### config.mk
export PLATFORM = sky130hd
export DESIGN_NAME = packet_rr_arbiter
export DESIGN_NICKNAME = d
export VERILOG_FILES = /design/src/rtl/packet_rr_arbiter.sv
export SDC_FILE = /design/constraint.sdc
export NUM_CORES = 1
export LEC_CHECK = 0
export ABC_AREA = 1
export CAP_MARGIN = 20
export CORE_AREA = 2 2 89 91
export DETAILED_ROUTE_END_ITERATION = 10
export DIE_AREA = 0 0 91 93
export PLACE_DENSITY = 0.82
export SYNTH_ARGS = -nofsm -noshare
export SYNTH_HDL_FRONTEND = slang
export SYNTH_SLANG_ARGS = --single-unit
### constraint.sdc
create_clock -name clk -period 5.9 [get_ports clk]
set_input_delay 1.77 -clock clk [delete_from_list [all_inputs] [get_ports clk]]
set_output_delay 1.77 -clock clk [all_outputs]
set_load 0.02 [all_outputs]
### src/rtl/packet_rr_arbiter.sv
// Round-robin arbiter granting one output to whole packets from NUM_PORTS inputs.
// Header flits compete; the grant is held until length/tail ends the packet or the request drops.
module packet_rr_arbiter #(
    parameter int unsigned NUM_PORTS   = 5,
    parameter int unsigned LEN_W       = 12,
    parameter logic [2:0]  HEADER_CODE = 3'b001,
    parameter logic [2:0]  TAIL_CODE   = 3'b100
) (
    input  logic                         clk,
    input  logic                         rst,
    input  logic [NUM_PORTS-1:0]         req,
    input  logic [3*NUM_PORTS-1:0]       flit_type,
    input  logic [LEN_W*NUM_PORTS-1:0]   length,
    input  logic                         out_ready,
    output logic [NUM_PORTS-1:0]         grant,
    output logic [$clog2(NUM_PORTS)-1:0] grant_idx,
    output logic                         idle,
    output logic                         pkt_done,
    output logic                         len_err
);

    localparam int unsigned IDX_W = $clog2(NUM_PORTS);

    typedef enum logic {
        S_IDLE = 1'b0,
        S_BUSY = 1'b1
    } state_e;

    state_e               state_q, state_d;
    logic [NUM_PORTS-1:0] grant_q, grant_d;
    logic [IDX_W-1:0]     idx_q, idx_d;
    logic [LEN_W-1:0]     rem_q, rem_d;
    logic [IDX_W-1:0]     last_q, last_d;
    logic                 idle_q, idle_d;
    logic                 done_q, done_d;
    logic                 err_q, err_d;

    logic [NUM_PORTS-1:0] elig;
    logic [IDX_W-1:0]     arb_base;
    logic [IDX_W-1:0]     cand;
    logic [IDX_W-1:0]     win_idx;
    logic                 win_found;
    logic [LEN_W-1:0]     win_len;
    logic [LEN_W-1:0]     len_load;
    logic                 g_req;
    logic [2:0]           g_ft;
    logic                 is_last;
    logic                 is_tail;
    logic                 release_g;

    // Only header flits may win arbitration
    always_comb begin : elig_calc
        elig = '0;
        for (int unsigned i = 0; i < NUM_PORTS; i++) begin
            elig[i] = req[i] && (flit_type[3*i +: 3] == HEADER_CODE);
        end
    end

    // While busy the search pivots on the port now finishing, so it lands last
    assign arb_base = (state_q == S_BUSY) ? idx_q : last_q;

    always_comb begin : arb_search
        cand      = '0;
        win_found = 1'b0;
        win_idx   = '0;
        for (int unsigned off = 1; off <= NUM_PORTS; off++) begin
            cand = IDX_W'((32'(arb_base) + off) % NUM_PORTS);
            if (!win_found && elig[cand]) begin
                win_found = 1'b1;
                win_idx   = cand;
            end
        end
    end

    assign win_len  = length[LEN_W*win_idx +: LEN_W];
    assign len_load = (win_len == '0) ? LEN_W'(1) : win_len;
    assign g_req    = req[idx_q];
    assign g_ft     = flit_type[3*idx_q +: 3];
    assign is_last  = (rem_q == LEN_W'(1));
    assign is_tail  = (g_ft == TAIL_CODE);

    always_comb begin : next_state
        state_d   = state_q;
        grant_d   = grant_q;
        idx_d     = idx_q;
        rem_d     = rem_q;
        last_d    = last_q;
        done_d    = 1'b0;
        err_d     = 1'b0;
        release_g = 1'b0;

        case (state_q)
            S_IDLE: ;
            S_BUSY: begin
                if (!g_req) begin
                    release_g = 1'b1;
                    last_d    = idx_q;
                end else if (out_ready) begin
                    if (is_last || is_tail) begin
                        release_g = 1'b1;
                        last_d    = idx_q;
                        done_d    = 1'b1;
                        err_d     = is_last ^ is_tail;
                    end else begin
                        rem_d = rem_q - LEN_W'(1);
                    end
                end
            end
            default: state_d = S_IDLE;
        endcase

        // Arbitrate from idle or directly at the edge that frees the output
        if (state_q == S_IDLE || release_g) begin
            if (win_found) begin
                state_d = S_BUSY;
                grant_d = NUM_PORTS'(1) << win_idx;
                idx_d   = win_idx;
                rem_d   = len_load;
            end else begin
                state_d = S_IDLE;
                grant_d = '0;
                idx_d   = '0;
                rem_d   = '0;
            end
        end

        idle_d = ~|grant_d;
    end

    always_ff @(posedge clk or negedge rst) begin
        if (!rst) begin
            state_q <= S_IDLE;
            grant_q <= '0;
            idx_q   <= '0;
            rem_q   <= '0;
            last_q  <= IDX_W'(NUM_PORTS - 1);
            idle_q  <= 1'b1;
            done_q  <= 1'b0;
            err_q   <= 1'b0;
        end else begin
            state_q <= state_d;
            grant_q <= grant_d;
            idx_q   <= idx_d;
            rem_q   <= rem_d;
            last_q  <= last_d;
            idle_q  <= idle_d;
            done_q  <= done_d;
            err_q   <= err_d;
        end
    end

    assign grant     = grant_q;
    assign grant_idx = idx_q;
    assign idle      = idle_q;
    assign pkt_done  = done_q;
    assign len_err   = err_q;

endmodule
==> metrics.md <==
| Metric | Value |
|---|---|
| Status | finished, final reports clean |
| Final setup viols | 0 |
| DRT Wirelength | 10400 um |
| Met1 Use GR | 34.8% |
| # IOs | 94 |
| Hold Fails Final Rpt | 0 |
| Synth area leaders | dfrtp_1 17%, nand2_1 16%, nand3_1 9.1%, ha_1 8.2%, inv_1 7.7% |
| R2R Setup Slk | 0.87 ns |
| Final Max Slew Viols | 0 |
| Netlist cell types | 44 |
| Final worst slack | 0.867 ns |
| Syn_area_per_cell | 6.17 um2 |
| Max Cap Viol | 0 |
| CTS buffer count | 3 |
| Post-synthesis register bit count | 27 |
| DRC | 0 |
| Hpwl dp | 8410 um |
| Startpoint types | flip-flop |
| Worst-path clk slew | 0.10 ns |
| Yosys warning count | 0 |
| Setup TNS Final | 0 ns |
| Met3 Track Usage GR | 3.55% |
| Worst-Margin Slew | 0.856 ns |
| Synth Flop Type | dfrtp_1 |
| Worst setup path category | flip-flop to flip-flop |
| Routability Congestion | 0.981 |
| CP required | 6.11 ns |
| Syn Nets | 702 |
| Seq. cell area | 678 um2 |
| Chip height | 93 um |
| Share of the synthesized area in the top cell type | 17.0% |
| Synthesized area | 3670 um2 |
| Crit end category | flip-flop |
| Initial antenna violation count | 0 |
| Vias in the first global route | 3963 |
| Sequential fraction of the synthesis area | 18.5% |
| Worst clock skew | 0.00459 ns |
| Fmax | 199 MHz |
| RSZ-0062 raised after global routing | false |
| Htree depth | 1 |
| Antenna Nets Post-Route | 0 |
| Hold Buf Count CTS | 0 |
| Area grow syn2layout | 29.2% |
| Cell taking the most area after synthesis | dfrtp_1 |
| Met2 Track Usage GR | 40.2% |
| Post-cts sizing count | 0 |
| Worst skew pair latency | 0.28 ns |
| # diodes | 0 |
| WP data arrival | 5.24 ns |
| Relative slew slack | 42.7% |
| Tcrit/Tclk final | 85.3% |
| Via density per instance | 5.35 |
| CTS tree | yes |
| # fillers | 700 |
| Die Wd | 91 um |
| Hold crit path type | flip-flop to flip-flop |
| Initial Util | 48.8% |
| Port Buf Inserts | 93 |
| Post-synth EDFFs | 0 |
| Final Critical Period | 5.03 ns |
| Mapped Cells | 595 |
| Dpl ws | 0.983 ns |
| CP max FO | 11 |
| Placed Cells | 783 |
| Clock sinks | 27 |
| Die area | 8460 um2 |
| Root Driver | clkbuf_8 |
| Starting DRT DRC Count | 295 |
| FP Rows | 32 |
| Synth async-reset ratio | 100% |
| GRT Util Overall | 24.8% |
| Share of cells above drive strength 1 | 9.34% |
| Multi-input gate area | 2570 um2 |
| Overflow after GRT | 0 |
| Global-route wire length before repair | 17700 um |
| Core box area | 7530 um2 |
| Vias | 4208 |
| CTS Buffer Depth | 2 |
| Nets | 793 |
| Non-filler instance count after layout | 787 |
| GRT busiest layer | met2 |
| Worst path slowest cell | ha_1 |
| Setup repair bufs after CTS | 0 |
| Most used cell, CP | nand2_1 |
| Pre-antenna DRT Iters | 6 |
| Routed WL per cell | 13.2 um |
| Largest net degree at the start of global routing | 28 |
| Max stage delay on crit path | 0.49 ns |
cells by family after synthesis:
| group | count (synthesis) | synth area share [%] |
|---|---|---|
| AOI/OAI and AO/OA | 87 | 14.4 |
| xor gates and xnor gates | 13 | 3.10 |
| adders and majority gates | 24 | 8.18 |
| buffers and inverters | 103 | 11.6 |
| DFF | 27 | 18.5 |
| and+or+nand+nor | 341 | 44.3 |
registers in the layout (all words and copies together) (netlist names):
name and count:
last_q 3, grant 5, idle 1, state_q 1
len_err 1, pkt_done 1, grant_idx 3, rem_q 12
layout by cell type, fill, tap and decap left out, drive strengths merged:
cell type / synthesis / layout
nand2: 178 / 178
clkdlybuf4s50: 0 / 93
inv: 88 / 88
nand3: 71 / 71
nor2: 49 / 49
o21ai: 35 / 35
a21oi: 28 / 28
dfrtp: 25 / 25
ha: 24 / 24
nand3b: 14 / 14
nand4: 12 / 12
xor2: 11 / 11
buf: 11 / 8
nor3: 7 / 7
o211ai: 5 / 5
a22oi: 5 / 5
a31oi: 4 / 4
and3: 4 / 4
o22ai: 3 / 3
clkbuf: 4 / 3
o31ai: 3 / 3
nor4: 2 / 2
o41ai: 2 / 2
xnor2: 2 / 2
dfstp: 2 / 2
or2: 2 / 2
o311ai: 1 / 1
or4: 1 / 1
a32o: 1 / 1
nor3b: 1 / 1
clkinvlp: 0 / 1
final cells by class:
class                      count  share of cell area, %
multi-input combinational    465                   54.1
timing repair buffer         101                   20.9
sequential                    27                   14.3
inverter                      88                   6.96
tap                          102                   2.69
clock buffer                   3                  0.870
clock inverter                 1                  0.158
per-stage QoR:
step | instance area [um2] | util (%) | hold slack [ns]
2_1_floorplan | 3670 | - | 0.453
3_3_place_gp | 4700 | 62.4 | 0.471
3_5_place_dp | 4700 | 62.4 | 0.485
4_1_cts | 4740 | 63.0 | 0.508
5_1_grt | 4740 | 63.0 | 0.557
6_report | 4740 | 63.0 | 0.498
routing by layer:
metal	share of wire [%]	wire length, um
met5	0	0
met1	46	4820
met2	44	4540
met4	1.7	179
met3	8.1	846
critical path: cells and delay by family (launching register included):
family / cells / cell delay, ns
AO/OA/AOI/OAI: 2 / 0.25
XOR/XNOR: 1 / 0.27
adder cells (fa/ha/maj): 3 / 0.99
buffers and inverters: 6 / 0.77
flip-flops: 1 / 0.44
AND/OR/NAND/NOR: 22 / 2.22
cell usage after synthesis, types with 2 or more instances:
cell,instances
a21oi_1,24
a21oi_2,4
a22oi_1,5
a31oi_1,4
and3_1,4
buf_2,6
buf_4,2
buf_6,3
clkbuf_1,4
dfrtp_1,25
dfstp_2,2
ha_1,24
inv_1,75
inv_2,13
nand2_1,158
nand2_2,16
nand2_4,4
nand3_1,67
nand3_2,3
nand3b_1,14
nand4_1,10
nand4_2,2
nor2_1,48
nor3_1,6
nor4_1,2
o211ai_1,5
o21ai_0,30
o21ai_1,2
o21ai_2,3
o22ai_1,3
o31ai_2,2
o41ai_1,2
xnor2_1,2
xor2_1,11
final timing paths:
kind                            depth (start not counted)         to       from
worst min-delay path                                    2  last_q[0]  last_q[0]
min in group asynchronous                               2  last_q[1]        rst
worst max-delay path                                   34   rem_q[0]    state_q
worst max register to register                         34   rem_q[0]    state_q
worst min register to register                          2  last_q[0]  last_q[0]
max in group asynchronous                               2       idle        rst
Power is left out: the tool's default activity adds up to more than one toggle a clock period on the data nets, which glitch-free logic cannot reach.
